<file path="src/rtl/score_pkg.sv">
// Shared types and geometry for the score text overlay: glyph sizes, string
// layout and the BCD digit helper used by the renderer.
package score_pkg;

  typedef logic [3:0] bcd_digit_t;

  localparam int GLYPH_W    = 8;
  localparam int GLYPH_H    = 16;
  localparam int LABEL_LEN  = 6;
  localparam int NUM_DIGITS = 5;
  localparam int SCORE_W    = 16;
  localparam int BCD_W      = NUM_DIGITS * 4;

  typedef enum logic [1:0] {
    IDLE,
    SHIFT,
    DONE
  } conv_state_t;

  // Digit 0 is the most significant digit on screen.
  function automatic bcd_digit_t digit_at(input logic [BCD_W-1:0] bcd,
                                          input logic [3:0] idx);
    bcd_digit_t d;
    case (idx)
      4'd0:    d = bcd[19:16];
      4'd1:    d = bcd[15:12];
      4'd2:    d = bcd[11:8];
      4'd3:    d = bcd[7:4];
      4'd4:    d = bcd[3:0];
      default: d = 4'd0;
    endcase
    return d;
  endfunction

endpackage

</file>
<file path="src/rtl/score_bcd_converter.sv">
// Serial double-dabble binary-to-BCD converter, started once per frame; the
// published digits only change when a conversion has fully finished.
module score_bcd_converter
  import score_pkg::*;
(
  input  logic               Clk,
  input  logic               Reset,
  input  logic               start,
  input  logic [SCORE_W-1:0] bin,
  output logic               busy,
  output logic [BCD_W-1:0]   bcd_out
);

  conv_state_t state, next_state;

  logic [SCORE_W-1:0] bin_sr;
  logic [BCD_W-1:0]   bcd_sr;
  logic [BCD_W-1:0]   bcd_adj;
  logic [3:0]         count;

  always_ff @(posedge Clk) begin
    if (Reset) state <= IDLE;
    else       state <= next_state;
  end

  always_comb begin
    next_state = state;
    case (state)
      IDLE:    if (start) next_state = SHIFT;
      SHIFT:   if (count == 4'd15) next_state = DONE;
      DONE:    next_state = IDLE;
      default: next_state = IDLE;
    endcase
  end

  always_comb begin
    busy = (state != IDLE);
  end

  // Add-3 correction ahead of each shift keeps every nibble a valid decimal digit.
  always_comb begin
    bcd_adj = bcd_sr;
    for (int i = 0; i < NUM_DIGITS; i++) begin
      if (bcd_sr[4*i +: 4] >= 4'd5)
        bcd_adj[4*i +: 4] = bcd_sr[4*i +: 4] + 4'd3;
    end
  end

  always_ff @(posedge Clk) begin
    if (Reset) begin
      bin_sr  <= '0;
      bcd_sr  <= '0;
      count   <= '0;
      bcd_out <= '0;
    end else begin
      case (state)
        IDLE: begin
          if (start) begin
            bin_sr <= bin;
            bcd_sr <= '0;
            count  <= '0;
          end
        end
        SHIFT: begin
          {bcd_sr, bin_sr} <= {bcd_adj, bin_sr} << 1;
          count            <= count + 4'd1;
        end
        DONE:    bcd_out <= bcd_sr;
        default: ;
      endcase
    end
  end

endmodule

</file>
<file path="src/rtl/score_text_renderer.sv">
// Renders "SCORE:" plus five decimal digits as a 1-bit pixel mask, driving the
// label and digit glyph ROMs through a fixed two-stage pixel pipeline.
module score_text_renderer
  import score_pkg::*;
#(
  parameter logic [9:0] TEXT_X = 10'd8,
  parameter logic [9:0] TEXT_Y = 10'd8
) (
  input  logic               Clk,
  input  logic               Reset,
  input  logic               frame_start,
  input  logic [SCORE_W-1:0] score,
  input  logic [9:0]         DrawX,
  input  logic [9:0]         DrawY,
  output logic [7:0]         label_rom_addr,
  input  logic [7:0]         label_rom_data,
  output logic [7:0]         digit_rom_addr,
  input  logic [7:0]         digit_rom_data,
  output logic               text_pixel_on,
  output logic               busy
);

  localparam int         TEXT_W = (LABEL_LEN + NUM_DIGITS) * GLYPH_W;
  localparam logic [9:0] X_END  = TEXT_X + 10'(TEXT_W);
  localparam logic [9:0] Y_END  = TEXT_Y + 10'(GLYPH_H);

  logic [BCD_W-1:0] bcd_out;
  logic [6:0]       dx;
  logic [3:0]       ch;
  logic [2:0]       col;
  logic [3:0]       row;
  logic             in_region;
  logic             is_label;
  bcd_digit_t       digit;
  logic [7:0]       label_addr_d;
  logic [7:0]       digit_addr_d;

  logic [2:0]       col_q;
  logic             label_sel_q;
  logic             in_region_q;
  logic [7:0]       sel_data;

  score_bcd_converter u_bcd (
    .Clk    (Clk),
    .Reset  (Reset),
    .start  (frame_start),
    .bin    (score),
    .busy   (busy),
    .bcd_out(bcd_out)
  );

  // The region test guards the truncated offsets, so wrap below the origin is harmless.
  always_comb begin
    dx           = 7'(DrawX - TEXT_X);
    row          = 4'(DrawY - TEXT_Y);
    ch           = dx[6:3];
    col          = dx[2:0];
    in_region    = (DrawX >= TEXT_X) && (DrawX < X_END) &&
                   (DrawY >= TEXT_Y) && (DrawY < Y_END);
    is_label     = (ch < 4'(LABEL_LEN));
    digit        = digit_at(bcd_out, ch - 4'(LABEL_LEN));
    label_addr_d = '0;
    digit_addr_d = '0;
    if (in_region) begin
      if (is_label) label_addr_d = {ch, row};
      else          digit_addr_d = {digit, row};
    end
  end

  always_ff @(posedge Clk) begin
    if (Reset) begin
      label_rom_addr <= '0;
      digit_rom_addr <= '0;
      col_q          <= '0;
      label_sel_q    <= 1'b0;
      in_region_q    <= 1'b0;
    end else begin
      label_rom_addr <= label_addr_d;
      digit_rom_addr <= digit_addr_d;
      col_q          <= col;
      label_sel_q    <= is_label;
      in_region_q    <= in_region;
    end
  end

  always_comb begin
    sel_data = label_sel_q ? label_rom_data : digit_rom_data;
  end

  // Bit 7 of a glyph row is the leftmost pixel.
  always_ff @(posedge Clk) begin
    if (Reset) text_pixel_on <= 1'b0;
    else       text_pixel_on <= in_region_q & sel_data[3'd7 - col_q];
  end

endmodule
</file>
<file path="config.mk">
export PLATFORM = sky130hd
export DESIGN_NAME = score_text_renderer
export DESIGN_NICKNAME = d
export VERILOG_FILES = /design/src/rtl/score_pkg.sv /design/src/rtl/score_bcd_converter.sv /design/src/rtl/score_text_renderer.sv
export SDC_FILE = /design/constraint.sdc
export NUM_CORES = 1
export LEC_CHECK = 0
export CAP_MARGIN = 20
export CORE_UTILIZATION = 29
export CTS_BUF_LIST = sky130_fd_sc_hd__clkbuf_2 sky130_fd_sc_hd__clkbuf_4 sky130_fd_sc_hd__clkbuf_8
export CTS_CLUSTER_SIZE = 25
export DETAILED_ROUTE_END_ITERATION = 16
export HOLD_SLACK_MARGIN = 0.02
export PLACE_DENSITY_LB_ADDON = 0.05
export SYNTH_ARGS = -nofsm -noshare
export SYNTH_HDL_FRONTEND = slang
export SYNTH_SLANG_ARGS = --single-unit
</file>
<file path="constraint.sdc">
create_clock -name Clk -period 3.22 [get_ports Clk]
set_clock_uncertainty 0.1 [all_clocks]
set_input_delay 0.805 -clock Clk [delete_from_list [all_inputs] [get_ports Clk]]
set_output_delay 0.805 -clock Clk [all_outputs]
set_load 0.02 [all_outputs]
</file>
==> run metrics, run 1 <==
hold path cells=2; maxcap violations=0; CP Cell Sequence=clkdlybuf4s50_1, inv_1, ha_1, xnor2_1, inv_1, ha_1, nor2_1, o21ai_0, nor3_1; status=finished clean; Tcrit/Tclk final=0.833; CTS tree=built; routed wire length=9.71 mm; GRT met3 Usage=0.0275; Power Density=approximately 450 mW/mm^2; Setup Crit Path Kind=primary input to flop; later-pin clock latency in the skew report=0.36 ns; row cnt=42; mapped cell area=between 0.003 and 0.004 mm^2; clock transition at the registers of the reported paths=roughly 0.080 ns; met1 Use GR=0.199; Final Wtd Congestion=~0.72; share of layout cells above drive strength 1=0.0850; post-layout util=0.385; RSZ-0062 raised after global routing=no; Worst Hold End=text_pixel_on$_SDFF_PP0_; number of I/O pins=73; global route total overflow=0; Most used DFF post-synth=dfxtp_1; Final Hold Vio Count=0; Leak=about 1.9 nW; clock root buffer=clkbuf_8; DRC violation count after routing=0; r2r setup slk=between 1 and 1.5 ns; Worst path max stage delay=approximately 0.48 ns; drt pass-1 iters=4; Die X=roughly 120 um; Syn-to-layout area delta=29.4%; total die area=between 0.01 and 0.015 mm^2; Core ar.=roughly 0.013 mm^2; Peak Freq=around 370 MHz; hold-fix buffers at CTS=0; critical path arrival=about 2.8 ns; post-synthesis cell type count=40; origin of the critical flop-to-flop path=u_bcd.state[1]$_SDFFE_PP0P_; vias per cell=4.74; clk buf depth=2; R2R depth=4; Synth top cells by count=dfxtp_1 (84), a21oi_1 (66), nor2_1 (60), nand2_1 (44), inv_1 (25); Final Setup Violations=0; r2r endpoint=u_bcd.bcd_sr[10]$_SDFFE_PP0P_; Max VDD drop=around 0.16 mV; Starting Density=0.297; worst hold start=in_region_q$_SDFF_PP0_; post-synth top area cell=dfxtp_1; Num CTS Buffers=9; critical path peak fanout=9; Sink Count=between 80 and 90; layout net count=~610; CP bufs+invs=3; Mapped Nets=about 540; Final Max Tran Viols=0; busiest grt layer=met2; post-synth top area share=0.427; Critical Path End Type=flop; most frequent cell after synthesis=dfxtp_1; Syn Area/Cell=approximately 8.4 um^2; relative slew slack=0.329; post-route minimum period=2.68 ns; Startpoint Class=primary input; H-tree Lvls=3; number of global-route vias before repair=3300; worst min path class=flop to flop; CP Data Required Time=between 3 and 4 ns; Die Height=between 100 and 150 um; IO buf count=just over 70; Setup TNS=0 ns; first-pass GRT wire length=16.4 mm; antenna diode count=0; total number of vias=3395; number of flops mapped to enable cells by yosys=0; Yosys warnings=0; DRT antenna net count=0; largest net degree at the start of global routing=39; sequential fraction of the synthesis area=0.427; ys async rst share=0; HPWL Detailed=6.79 mm; met2 GRT Util=0.227; delay-heaviest family, CP=adder cells; #FFs+latches synth=84; slowest stage cell, crit path=clkdlybuf4s50_1; WL per Instance=~14 um; top cells by area, synth=dfxtp_1 (43%), a21oi_1 (8.4%), nor2_1 (5.7%), ha_1 (5.4%), nand2_1 (4.2%); antenna violations before repair=0; Setup Buffers After CTS=0; Total Routing Usage GR=0.147; slew at the pin with the worst max-slew slack=1.00 ns; initial detailed-routing violation count=approximately 170; Pwr Total=approximately 0.0023 W; post-synthesis cell count=roughly 470; CTS resizes=0
[sequential cells by signal, summed over array words and instances, names as in the netlist]
signal and count:
u_bcd.bin_sr 16, in_region_q 1, label_rom_addr 8, u_bcd.bcd_sr 20, u_bcd.state 2, label_sel_q 1, u_bcd.bcd_out 20, text_pixel_on 1
col_q 3, digit_rom_addr 8, u_bcd.count 4
[worst min-delay path, delay by kind of cell, from the launching register on]
kind	cells	cell delay [ns]
flip-flops	1	0.31
AND/OR/NAND/NOR	1	0.06
AO/OA/AOI/OAI	1	0.04
[stage by stage]
| stage | area [um^2] | instances | setup WS, ns | hold WS [ns] |
|---|---|---|---|---|
| after floorplan | 3940 | 471 | 0.682 | 0.312 |
| after global placement | 4840 | 701 | 0.255 | 0.345 |
| after detailed placement | 4840 | 701 | 0.197 | 0.349 |
| after CTS | 5090 | 717 | 0.573 | 0.350 |
| after global routing | 5090 | 717 | 0.377 | 0.365 |
| final | 5090 | 717 | 0.537 | 0.347 |
[report_power, final]
group          switching, W  total (W)  internal [W]
combinational      0.000117   0.000242      0.000126
sequential        0.0000190    0.00108       0.00106
clock              0.000384   0.000949      0.000566
[area by class of cell]
type	instances	area, um^2
Tap cell	176	220
Inverter	25	93.8
Clock buffer	12	159
Multi-Input combinational cell	332	2040
Sequential cell	84	1680
Timing Repair Buffer	84	806
Clock inverter	4	95.1
Fill cell	1391	8150
[worst max-delay path by stage]
stage / startpoint / slack, ns / end / cells past startpoint
after global routing: DrawX[4] / 0.38 / digit_rom_addr[6]$_SDFF_PP0_ / 9
after detailed placement: DrawX[3] / 0.20 / digit_rom_addr[6]$_SDFF_PP0_ / 9
after CTS: DrawX[3] / 0.57 / digit_rom_addr[6]$_SDFF_PP0_ / 9
after global placement: DrawX[3] / 0.26 / digit_rom_addr[6]$_SDFF_PP0_ / 9
after floorplan: DrawX[3] / 0.68 / digit_rom_addr[4]$_SDFF_PP0_ / 9
final: DrawX[3] / 0.54 / digit_rom_addr[6]$_SDFF_PP0_ / 9
[logic make-up (layout without fill, tap and decap cells)]
group                      count (synthesis)  in the layout  synth area share
and+or+nand+nor                          168            168             0.202
AOI/OAI and AO/OA                        122            122             0.197
DFF                                       84             84             0.427
buffers and inverters                     55            125            0.0547
adders and majority gates                 17             17            0.0540
xor gates and xnor gates                  13             13            0.0289
muxes                                     11             11            0.0350
other                                      1              1          0.000953
[cell usage in the layout, fill, tap and decap left out, drive strengths merged, types with 2 or more instances in the layout]
cell type	instances
nor2	60
or4	2
ha	17
a21oi	66
mux2	2
nor4	2
nand2	44
bufinv	3
xor2	5
mux2i	7
or2	2
clkdlybuf4s50	71
xnor2	8
o221a	8
o21ai	11
or3	5
inv	25
a22o	10
a22oi	11
and4	2
a2111oi	8
nand3	7
clkbuf	12
nand2b	9
buf	13
nor2b	15
nand3b	4
nor3	13
mux4	2
dfxtp	84
nand4	2
a31oi	4
[routing by layer]
layer | part of all wire | vias to the layer above
met4 | 0.015 | 0
met3 | 0.040 | 10
met2 | 0.46 | 62
met5 | 0 | -
met1 | 0.49 | 1567
li1 | - | 1756
Note: power is estimated with default switching activity, not from simulation.
==> run 2: changes to the inputs <==
==> constraint.sdc (replaced) <==
create_clock -name Clk -period 2.53 [get_ports Clk]
set_clock_uncertainty 0.1 [all_clocks]
set_input_delay 0.6325 -clock Clk [delete_from_list [all_inputs] [get_ports Clk]]
set_output_delay 0.6325 -clock Clk [all_outputs]
set_load 0.02 [all_outputs]
==> run 2 against run 1 <==
Wire length grew 1.9%; sequential share of layout area shrank 0.13 points; first-iteration DRC count shrank 13%; count of clock-buffer cells in the layout grew 1; worst hold slack lost 0.026 ns; largest cell class unchanged; largest power group unchanged.
==> run metrics, run 2 (synthesis gave the netlist of run 1 again) <==
status=finished clean; Core ar.=between 0.01 and 0.015 mm^2; share of layout cells above drive strength 1=0.0967; Starting Density=0.297; number of I/O pins=73; Final Max Tran Viols=0; relative slew slack=0.371; Max VDD drop=between 0.2 and 0.3 mV; hold-fix buffers at CTS=0; Pwr Total=approximately 0.0028 W; Leak=1.92 nW; most common cell after layout, fill and taps aside=dfxtp_1; slew at the pin with the worst max-slew slack=between 0.9 and 1 ns; CTS tree=built; initial detailed-routing violation count=around 150; top flop regs=u_bcd.bcd_out: 20 flops, u_bcd.bcd_sr: 20 flops, u_bcd.bin_sr: 16 flops; Final Wtd Congestion=about 0.74; Sink Count=84; Die X=between 100 and 150 um; vias per cell=between 4 and 5; Non-Filler Instances=just over 700; routed wire length=9.89 mm; Setup TNS=0 ns; H-tree Lvls=3; global route total overflow=0; maxcap violations=0; later-pin clock latency in the skew report=between 0.3 and 0.4 ns; Num CTS Buffers=9; DP Cell Count=between 700 and 800; Worst Hold End=text_pixel_on$_SDFF_PP0_; Final Setup Violations=0; clk buf depth=2; DRC violation count after routing=0; critical path arrival=2.49 ns; Tcrit/Tclk final=0.911; WL per Instance=13.7 um; RSZ-0062 raised after global routing=no; Syn-to-layout area delta=29.9%; R2R depth=4; row cnt=42; Critical Path End Type=flop; Peak Freq=approximately 430 MHz; layout net count=between 600 and 700; hold path cells=2; first-pass GRT wire length=between 15 and 20 mm; filler instances=approximately 1400; origin of the critical flop-to-flop path=u_bcd.state[0]$_SDFFE_PP0P_; total number of vias=around 3400; Startpoint Class=primary input; worst hold start=in_region_q$_SDFF_PP0_; antenna diode count=0; most frequent cells in the layout=dfxtp_1 (84), clkdlybuf4s50_1 (71), a21oi_1 (66); Die Height=~120 um; clock transition at the registers of the reported paths=~0.08 ns; IO buf count=72; HPWL Detailed=just over 7 mm; Power Density=around 540 mW/mm^2; antenna violations before repair=0; r2r setup slk=between 0.6 and 0.7 ns; Setup WS pre-CTS=-0.213 ns; drt pass-1 iters=4; Setup Crit Path Kind=primary input to flop; largest net degree at the start of global routing=33; r2r endpoint=u_bcd.bcd_sr[10]$_SDFFE_PP0P_; total die area=roughly 0.014 mm^2; number of global-route vias before repair=between 3000 and 4000; CP Data Required Time=2.71 ns; clock root buffer=clkbuf_8; worst min path class=flop to flop; Total Routing Usage GR=0.150; critical path peak fanout=4; DRT antenna net count=0; post-route minimum period=2.30 ns; Final Hold Vio Count=0; final setup margin=roughly 0.23 ns
==> run 2: changes by cell type in the layout (fill, tap and decap cells not counted), sizes merged <==
cell / change
bufinv: -1
clkinv: -1
buf: +8
clkbuf: +1
==> run 2: worst max-delay path, cell delays in order <==
cell	delay, ns
clkdlybuf4s50_1	0.48
inv_1	0.07
ha_1	0.21
xnor2_1	0.20
inv_1	0.07
ha_1	0.19
xnor2_1	0.19
xnor2_1	0.13
o21ai_1	0.12
nor3_1	0.19
==> run 2: area by class of cell <==
cell class                 count  area [um^2]  share of cell area
clock buffer                  13          154              0.0301
clock inverter                 2         60.1              0.0117
inverter                      25         93.8              0.0183
multi-input combinational    332         2040               0.399
sequential                    84         1680               0.329
tap                          176          220              0.0431
timing repair buffer          92          866               0.169
==> run 2: how the worst max path moves through the flow <==
stage | slack, ns | end | startpoint
5_1_grt | 0.03 | digit_rom_addr[5]$_SDFF_PP0_ | DrawX[4]
4_1_cts | 0.15 | digit_rom_addr[7]$_SDFF_PP0_ | DrawX[3]
6_report | 0.23 | digit_rom_addr[4]$_SDFF_PP0_ | DrawX[3]
2_1_floorplan | 0.16 | digit_rom_addr[4]$_SDFF_PP0_ | DrawX[3]
3_5_place_dp | -0.21 | digit_rom_addr[7]$_SDFF_PP0_ | DrawX[3]
3_3_place_gp | -0.18 | digit_rom_addr[5]$_SDFF_PP0_ | DrawX[3]
==> run 2: power by group <==
part | internal [W] | switching, W | total (W)
clock | 0.000596 | 0.000465 | 0.00106
combinational | 0.000170 | 0.000152 | 0.000322
sequential | 0.00135 | 0.0000242 | 0.00138
==> run 2: repair_timing <==
item / CTS / global route
buffers inserted: 0 / 0
resized for setup: 0 / 1
endpoints found under the setup margin: 0 / 4
==> run 2: through the flow <==
step | hold WS [ns] | instance area, um^2 | utilization
5_1_grt | 0.366 | 5110 | 0.386
4_1_cts | 0.320 | 5110 | 0.386
6_report | 0.321 | 5110 | 0.386
2_1_floorplan | 0.312 | 3940 | -
3_5_place_dp | 0.328 | 4900 | 0.370
3_3_place_gp | 0.330 | 4900 | 0.370
==> run 2: metal layers <==
layer / up-vias / track usage / part of all wire
li1: 1768 / - / -
met4: 0 / 0.0672 / 0.018
met2: 76 / 0.230 / 0.44
met5: - / 0 / 0
met1: 1588 / 0.200 / 0.50
met3: 11 / 0.0347 / 0.048
